<file path="src/rtl/pmem_arbiter.sv">
// Two-port arbiter serializing I-cache and D-cache line transactions onto one pmem port.
// Round-robin by default; define PMEM_ARB_DPRIO_EN to give the D-cache fixed priority.
module pmem_arbiter #(
    parameter int unsigned LINE_W = 256,
    parameter int unsigned ADDR_W = 32
) (
    input  logic              clk,
    input  logic              rst,
    input  logic              i_pmem_read,
    input  logic [ADDR_W-1:0] i_pmem_address,
    output logic [LINE_W-1:0] i_pmem_rdata,
    output logic              i_pmem_resp,
    input  logic              d_pmem_read,
    input  logic              d_pmem_write,
    input  logic [ADDR_W-1:0] d_pmem_address,
    input  logic [LINE_W-1:0] d_pmem_wdata,
    output logic [LINE_W-1:0] d_pmem_rdata,
    output logic              d_pmem_resp,
    output logic              pmem_read,
    output logic              pmem_write,
    output logic [ADDR_W-1:0] pmem_address,
    output logic [LINE_W-1:0] pmem_wdata,
    input  logic [LINE_W-1:0] pmem_rdata,
    input  logic              pmem_resp
);

    typedef enum logic [1:0] {StIdle, StGrantI, StGrantD, StTurn} state_e;

    state_e              state_q, state_d;
    logic [ADDR_W-1:0]   addr_q, addr_d;
    logic [LINE_W-1:0]   wdata_q, wdata_d;
    logic                write_q, write_d;
    logic                i_req, d_req, pick_d, granted;

    assign i_req = i_pmem_read;
    assign d_req = d_pmem_read | d_pmem_write;

`ifdef PMEM_ARB_DPRIO_EN
    assign pick_d = d_req;
`else
    logic last_d_q, last_d_d;

    // last_d_q set means the D-cache won the previous arbitration.
    assign pick_d = d_req & (~i_req | ~last_d_q);

    always_comb begin
        last_d_d = last_d_q;
        if (state_q == StIdle && (i_req || d_req)) begin
            last_d_d = pick_d;
        end
    end

    always_ff @(posedge clk) begin
        if (rst) begin
            last_d_q <= 1'b1;
        end else begin
            last_d_q <= last_d_d;
        end
    end
`endif

    always_comb begin
        state_d = state_q;
        addr_d  = addr_q;
        wdata_d = wdata_q;
        write_d = write_q;
        unique case (state_q)
            StIdle: begin
                if (pick_d) begin
                    state_d = StGrantD;
                    addr_d  = d_pmem_address;
                    wdata_d = d_pmem_wdata;
                    // A simultaneous read is dropped here and re-arbitrated later.
                    write_d = d_pmem_write;
                end else if (i_req) begin
                    state_d = StGrantI;
                    addr_d  = i_pmem_address;
                    wdata_d = '0;
                    write_d = 1'b0;
                end
            end
            StGrantI, StGrantD: begin
                if (pmem_resp) begin
                    state_d = StTurn;
                end
            end
            StTurn:  state_d = StIdle;
            default: state_d = StIdle;
        endcase
    end

    always_ff @(posedge clk) begin
        if (rst) begin
            state_q <= StIdle;
            addr_q  <= '0;
            wdata_q <= '0;
            write_q <= 1'b0;
        end else begin
            state_q <= state_d;
            addr_q  <= addr_d;
            wdata_q <= wdata_d;
            write_q <= write_d;
        end
    end

    assign granted      = (state_q == StGrantI) || (state_q == StGrantD);
    assign pmem_read    = granted & ~write_q;
    assign pmem_write   = granted & write_q;
    assign pmem_address = addr_q;
    assign pmem_wdata   = wdata_q;

    // Reset masks a coincident resp so an abandoned transaction never completes.
    assign i_pmem_resp  = pmem_resp & ~rst & (state_q == StGrantI);
    assign d_pmem_resp  = pmem_resp & ~rst & (state_q == StGrantD);
    assign i_pmem_rdata = pmem_rdata;
    assign d_pmem_rdata = pmem_rdata;

endmodule

</file>
<file path="config.mk">
export PLATFORM = sky130hd
export DESIGN_NAME = pmem_arbiter
export DESIGN_NICKNAME = d
export VERILOG_FILES = /design/src/rtl/pmem_arbiter.sv
export SDC_FILE = /design/constraint.sdc
export NUM_CORES = 1
export LEC_CHECK = 0
export ABC_AREA = 1
export BUFFER_PORTS_ARGS = -buffer_cell sky130_fd_sc_hd__buf_2
export CAP_MARGIN = 20
export CELL_PAD_IN_SITES_DETAIL_PLACEMENT = 1
export CELL_PAD_IN_SITES_GLOBAL_PLACEMENT = 1
export CORE_AREA = 4 4 544 546
export DETAILED_ROUTE_END_ITERATION = 12
export DIE_AREA = 0 0 548 550
export PLACE_DENSITY = 0.31
export SLEW_MARGIN = 20
export SYNTH_ARGS = -nofsm -noshare
export SYNTH_HDL_FRONTEND = slang
export SYNTH_SLANG_ARGS = --single-unit
</file>
<file path="constraint.sdc">
create_clock -name clk -period 1.6 [get_ports clk]
set_input_delay 0.24 -clock clk [delete_from_list [all_inputs] [get_ports clk]]
set_output_delay 0.24 -clock clk [all_outputs]
set_load 0.02 [all_outputs]
</file>
==> results of run 1 <==
## how the worst max path moves through the flow
stage                       from         endpoint  slack [ps]  cells past startpoint
global placement    d_pmem_write  pmem_address[1]        -300                      9
floorplan             state_q[0]  pmem_address[0]         200                      9
detailed placement  d_pmem_write  pmem_address[1]        -250                      9
finish                state_q[0]      d_pmem_resp        -300                      5
global route          state_q[0]       pmem_write        -410                      6
CTS                   state_q[0]       pmem_write        -430                      6
## sequential cells by signal, summed over array words and instances (netlist names)
name / count
pmem_address: 32
state_q: 2
write_q: 1
pmem_wdata: 256
last_d_q: 1
## cell families (layout without fill, tap and decap cells)
| group | after synthesis | in the layout |
|---|---|---|
| other | 0 | 4 |
| DFF | 292 | 292 |
| adders and majority gates | 3 | 3 |
| and+or+nand+nor | 768 | 769 |
| AOI/OAI and AO/OA | 258 | 258 |
| buffers and inverters | 744 | 1310 |
## through the flow
step	cells	cell area [um^2]	setup slack, ps
final	6536	29600	-296
after global routing	6534	29600	-409
after CTS	6496	27600	-428
after detailed placement	6030	20400	-251
after global placement	6030	20400	-302
after floorplan	2065	15600	203
## power groups by stage
stage	combinational, mW	sequential, mW	clock, mW
4_1_cts	23.3	10.2	11.7
5_1_grt	29.0	10.5	11.8
6_report	27.0	10.3	11.0
3_3_place_gp	16.5	10.0	0
3_5_place_dp	16.5	10.1	0
2_1_floorplan	7.46	11.6	0
## placed cells by master, fill, tap and decap left out, types with 7 or more instances in the layout
| master | netlist | layout |
|---|---|---|
| dfxtp_2 | 0 | 37 |
| clkbuf_8 | 0 | 8 |
| nand2_1 | 399 | 253 |
| clkbuf_16 | 0 | 71 |
| buf_4 | 528 | 160 |
| clkinv_2 | 0 | 7 |
| nand4_1 | 256 | 256 |
| buf_12 | 0 | 59 |
| dfxtp_1 | 292 | 251 |
| a21oi_2 | 1 | 113 |
| nand2_2 | 2 | 47 |
| buf_16 | 0 | 28 |
| inv_1 | 73 | 67 |
| buf_8 | 0 | 23 |
| buf_6 | 4 | 87 |
| nor2_1 | 103 | 72 |
| dlygate4sd3_1 | 0 | 320 |
| buf_2 | 55 | 449 |
| nor2_2 | 1 | 19 |
| a21oi_1 | 256 | 143 |
| clkbuf_1 | 76 | 11 |
| nand2_4 | 1 | 99 |
| nor2_4 | 0 | 13 |
## worst register-to-register path, delay by kind of cell, from the launching register on
kind                       cells  cell delay, ps
buffers and inverters          5             680
adders and majority gates      1             190
AOI/OAI and AO/OA              1             170
and+or+nand+nor                1             230
DFF                            1             330
## metal layers
layer | up-vias | share of wire, % | global-route usage (%)
li1 | 7412 | - | -
met1 | 7876 | 35 | 9.77
met2 | 982 | 44 | 15.5
met3 | 454 | 15 | 6.87
met4 | 2 | 5.6 | 4.92
met5 | - | 0.028 | 0.109
## timing repair
item / in CTS / in global routing
gates resized for setup: 449 / 399
endpoints found under the setup margin: 257 / 239
endpoints found under the hold margin: 292 / 0
hold buffers: 320 / 0
gates cloned: 28 / 28
pin swaps: 51 / 214
buffers inserted: 34 / 19
## cell type report
class / count / share of cell area (%)
Clock buffer: 68 / 4.65
Timing Repair Buffer: 1151 / 35.6
Clock inverter: 18 / 0.650
Sequential cell: 292 / 19.9
Tap cell: 3900 / 16.5
Multi-Input combinational cell: 1030 / 21.7
Inverter: 73 / 0.966
Antenna cell: 4 / 0.0338
==> reports/results.txt, run 1 <==
Status - complete, but fails checks
Failing checks - setup timing
PD cells - 1630 nW/um^2
Crit-path slowest cell - dfxtp_2
Area leader, netlist - dfxtp_1
Switching Fraction - 43.5%
Int Power - 27.3 mW
Most frequent cells after synthesis - buf_4, nand2_1, dfxtp_1
CP endpoint kind - primary output
Register area - 5910 um^2
Hold Path Class - in -> reg
Post-route ant nets - 0
Cell count after synthesis - 2065
Worst path bufs/invs - 3
Top FF cell, synth - dfxtp_1
Compound-gate portion of the synthesized area - 8.30%
Largest cells by area after synthesis - dfxtp_1, buf_4, nand4_1, nand2_1, a21oi_1
Mapped Nets - 2650
Reg clk slew, reported paths - 50 ps
Clock power frac - 22.8%
Synthesis-stage register bit count - 292
Largest net degree at the start of global routing - 49
Final min period - 1900 ps
Final core utilization - 10.2%
Mapped cell area - 15600 um^2
Global-route usage over all layers - 9.84%
DR iter-0 viols - 672
Worst reg2reg endpoint - pmem_wdata[22]
Num ports - 1386
Critical setup path kind - reg -> out
FMAX - 527 MHz
Slew HR - 44.2%
Tcrit/Tclk final - 119%
CP max stage delay - 340 ps
Total grt overflow - 0
Reg2reg path depth - 8
P_sw - 21.0 mW
First-pass GRT wire length - 193000 um
VDD IR max - 0.000639 V
CTS Buf Count - 48
XOR/XNOR share of the synthesized area - 0%
H-tree levels - 2
Final setup fails - 78
Multi-input combinational cell area - 6440 um^2
CTS Sinks - 292
Post-synth EDFFs - 0
WL/cell - 24.4 um
Static leakage - 11.7 nW
Hold_ws - 113 ps
Max Cap Viol - 0
DIE HEIGHT - 550 um
Via count - 16700
Synthesis Warnings - 0
Number of port buffers - 617
Max FO, Critical Path - 2
Count leader, synth - buf_4
Die area - 301000 um^2
Netlist cell types - 20
Final count of pins violating max slew - 0
Sequential area share after synthesis - 37.5%
Row count - 198
Root buf cell - clkbuf_16
Worst path top cell family by delay - flip-flops
Post-layout power - 48.3 mW
Worst skew pair latency - 670 ps
Clk buf depth - 3
Type of origin of the critical path - flop
Final WL - 160000 um
Simple-gate share of the synthesized area - 22.8%
Gate power share - 55.9%
Fillers - 34300
Initial core utilization - 5.37%
Asr flop ratio synth - 0%
Largest family of logic cells by synthesized area - buffers and inverters
Post-Syn Area per Cell - 7.56 um^2
CTS tree - yes
Crit path cell chain - inv_2 > buf_4 > ha_4 > and3_4 > buf_6
Vias in the first global route - 18100
Reg2Reg Setup Slack - -50 ps
Routability congestion estimate - 0.749
Pre-antenna DRT Iters - 4
RSZ-0062 raised after global routing - yes
Fin Clk Skew - 23.2 ps
CP arrival - 1660 ps
Synth top area share - 37.5%
Layout Nets - 3181
Vias per std cell - 2.56
Chip width - 548 um
Worst slew pin tran - 834 ps
WHS Endpoint - pmem_address[3]
Remaining routing DRC violations - 0
Post-synthesis adder-cell area fraction - 0.241%
DP HPWL - 125000 um
Placeable Area - 291000 um^2
WP data required - 1360 ps
Hold path depth - 6
Proportion of layout cells with a drive suffix above 1 - 47.8%
Area growth syn-to-layout - 90.0%
Final setup margin - -296 ps
Multiplexer share of the synthesized area - 0%
Final hold vios - 0
Total Neg Setup Slack - -2100 ps
Launching point of the worst reg2reg path - state_q[0]
Initial antenna violation count - 57
Part of the power in registers - 21.3%
Hold Crit Start - i_pmem_address[3]
Power figures use the tool's default switching activity.
==> inputs of run 2 (changes only) <==
==> constraint.sdc (replaced) <==
create_clock -name clk -period 1.8 [get_ports clk]
set_input_delay 0.27 -clock clk [delete_from_list [all_inputs] [get_ports clk]]
set_output_delay 0.27 -clock clk [all_outputs]
set_load 0.02 [all_outputs]
==> run 2 against run 1 <==
Compared with the run above:
- the run ends with hold timing, setup timing left
- non-clock buffer count down 127
- setup slack better by 160 ps
- via count down 5.7%
- final area down 16%
- critical path depth unchanged
- wire length down 8.4%
- clock power down 12%
- first-iteration DRC count down 22%
- critical path type unchanged
- largest power group unchanged
- highest routed layer unchanged
==> reports/results.txt, run 2 (synthesized netlist as in run 1, its figures left out) <==
Status - complete, but fails checks (unchanged)
Hold path depth - 2 (was 6)
Commonest non-fill, non-tap cells in the layout - buf_2, nand2_1, dlygate4sd3_1 (was buf_2, dlygate4sd3_1, nand4_1)
Fillers - 34700 (was 34300)
FMAX - 517 MHz
Reg clk slew, reported paths - 80 ps (was 50 ps)
Initial antenna violation count - 56 (was 57)
Final setup margin - -135 ps (was -296 ps)
Static leakage - 9.67 nW (was 11.7 nW)
H-tree levels - 2 (unchanged)
Max reg flops - 256 (unchanged)
First-pass GRT wire length - 184000 um (was 193000 um)
PD cells - 1320 nW/um^2 (was 1630 nW/um^2)
Layout Nets - 3052 (was 3181)
Routability congestion estimate - 0.743 (was 0.749)
DR iter-0 viols - 525 (was 672)
Dpl ws - -10.5 ps (was -251 ps)
Area growth syn-to-layout - 60.2% (was 90.0%)
Pre-antenna DRT Iters - 5 (was 4)
Largest net degree at the start of global routing - 62 (was 49)
Worst slew pin tran - 849 ps (was 834 ps)
Vias in the first global route - 17100 (was 18100)
Global-route usage over all layers - 9.30% (was 9.84%)
Max FO, Critical Path - 2 (unchanged)
VDD IR max - 0.000627 V (was 0.000639 V)
Initial core utilization - 5.37% (unchanged)
CTS tree - yes (unchanged)
Final core utilization - 8.60% (was 10.2%)
Row count - 198 (unchanged)
Crit-path slowest cell - dfxtp_2 (unchanged)
Failing checks - hold timing, setup timing (was setup timing)
Proportion of layout cells with a drive suffix above 1 - 32.2% (was 47.8%)
WP data required - 1530 ps (was 1360 ps)
CP endpoint kind - primary output (unchanged)
CTS Buf Count - 47 (was 48)
Reg2reg path depth - 8 (unchanged)
Vias per std cell - 2.46 (was 2.56)
Final hold vios - 27 (was 0)
Crit path cell chain - inv_2 > buf_6 > ha_4 > and3_4 > buf_6 (was inv_2 > buf_4 > ha_4 > and3_4 > buf_6)
CP arrival - 1660 ps (about the same)
Hold Crit Start - rst (was i_pmem_address[3])
CTS Sinks - 292 (unchanged)
Final WL - 146000 um (was 160000 um)
Max Cap Viol - 0 (unchanged)
Remaining routing DRC violations - 0 (unchanged)
Tcrit/Tclk final - 107%
Total Neg Setup Slack - -377 ps (was -2100 ps)
Clk buf depth - 3 (unchanged)
Placeable Area - 291000 um^2 (unchanged)
Die area - 301000 um^2 (unchanged)
Post-route ant nets - 0 (unchanged)
Inst Count DP - 5997 (was 6030)
Final count of pins violating max slew - 0 (unchanged)
Cell Count, Final, Fillers Out - 6403 (was 6536)
Worst skew pair latency - 670 ps (about the same)
Setup crit start - state_q[0] (unchanged)
Type of origin of the critical path - flop (unchanged)
Via count - 15800 (was 16700)
Critical setup path kind - reg -> out (unchanged)
Hold Path Class - in -> reg (unchanged)
Hold_ws - -75.0 ps (was 113 ps)
Total grt overflow - 0 (unchanged)
DP HPWL - 124000 um (was 125000 um)
Num ports - 1386 (unchanged)
CP max stage delay - 330 ps (was 340 ps)
Slew HR - 43.2% (was 44.2%)
Fin Clk Skew - 43.6 ps (was 23.2 ps)
Number of port buffers - 617 (unchanged)
Final setup fails - 4 (was 78)
DIE HEIGHT - 550 um (unchanged)
Launching point of the worst reg2reg path - state_q[1] (was state_q[0])
Commonest non-fill, non-tap cell in the layout - buf_2 (unchanged)
Chip width - 548 um (unchanged)
Cell mode on critical path - buf_6
WL/cell - 22.8 um (was 24.4 um)
Final min period - 1930 ps
RSZ-0062 raised after global routing - yes (unchanged)
Root buf cell - clkbuf_16 (unchanged)
run 2: cell count changes in the layout (fill, tap and decap cells not counted), moves of 39 or more:
| cell | before | now |
|---|---|---|
| nand2_4 | 99 | 1 |
| a21oi_1 | 143 | 256 |
| dfxtp_1 | 251 | 290 |
| buf_6 | 87 | 2 |
| buf_2 | 449 | 610 |
| nand2_2 | 47 | 2 |
| nand2_1 | 253 | 397 |
| a21oi_2 | 113 | 0 |
| buf_4 | 160 | 59 |
run 2: timing repair:
item / 4_1_cts / 5_1_grt
buffers inserted: 4 / 3
endpoints found under the hold margin: 284 / 28
cloned: 0 / 1
hold buffers: 312 / 1
gates resized for setup: 28 / 4
endpoints found under the setup margin: 11 / 13
pin swaps: 4 / 2
run 2: path summary, 6_finish.rpt:
check,slack (ps),endpoint
worst min-delay path,-80,pmem_wdata[42]
worst max-delay path,-130,d_pmem_resp
worst max register to register,110,pmem_wdata[160]
worst min register to register,460,pmem_wdata[10]
run 2: report_power, final:
group | total [mW] | switching (mW) | internal, mW | leakage, nW
clock | 9.73 | 3.97 | 5.77 | 0.755
combinational | 14.6 | 9.94 | 4.65 | 6.52
sequential | 8.68 | 0.803 | 7.88 | 2.39
total | 33.0 | 14.7 | 18.3 | 9.67
run 2: through the flow:
stage,total power [mW],cell area (um^2)
floorplan,17.0,15600
global placement,23.0,20100
detailed placement,23.0,20100
CTS,34.2,24900
global route,35.5,25000
finish,33.0,25000
run 2: layer usage:
layer  track usage (%)  wire (um)
met4              4.70       8630
met1              9.14      50700
met5             0.125         57
met2              14.4      62800
met3              6.98      24100
run 2: worst max-delay path: cells and delay by family (launching register included):
| family | cells | cell delay (ps) |
|---|---|---|
| AND/OR/NAND/NOR | 1 | 220 |
| adder cells (fa/ha/maj) | 1 | 120 |
| buffers and inverters | 3 | 330 |
| flip-flops | 1 | 330 |
run 2: layout make-up:
type                            count  area (um^2)  area share, %
Clock buffer                       61         1300           5.20
Tap cell                         3900         4880           19.5
Multi-Input combinational cell   1029         4990           20.0
Sequential cell                   292         5850           23.4
Timing Repair Buffer             1024         7440           29.8
Clock inverter                     19          250           1.00
Antenna cell                        5         12.5         0.0500
Inverter                           73          277           1.11
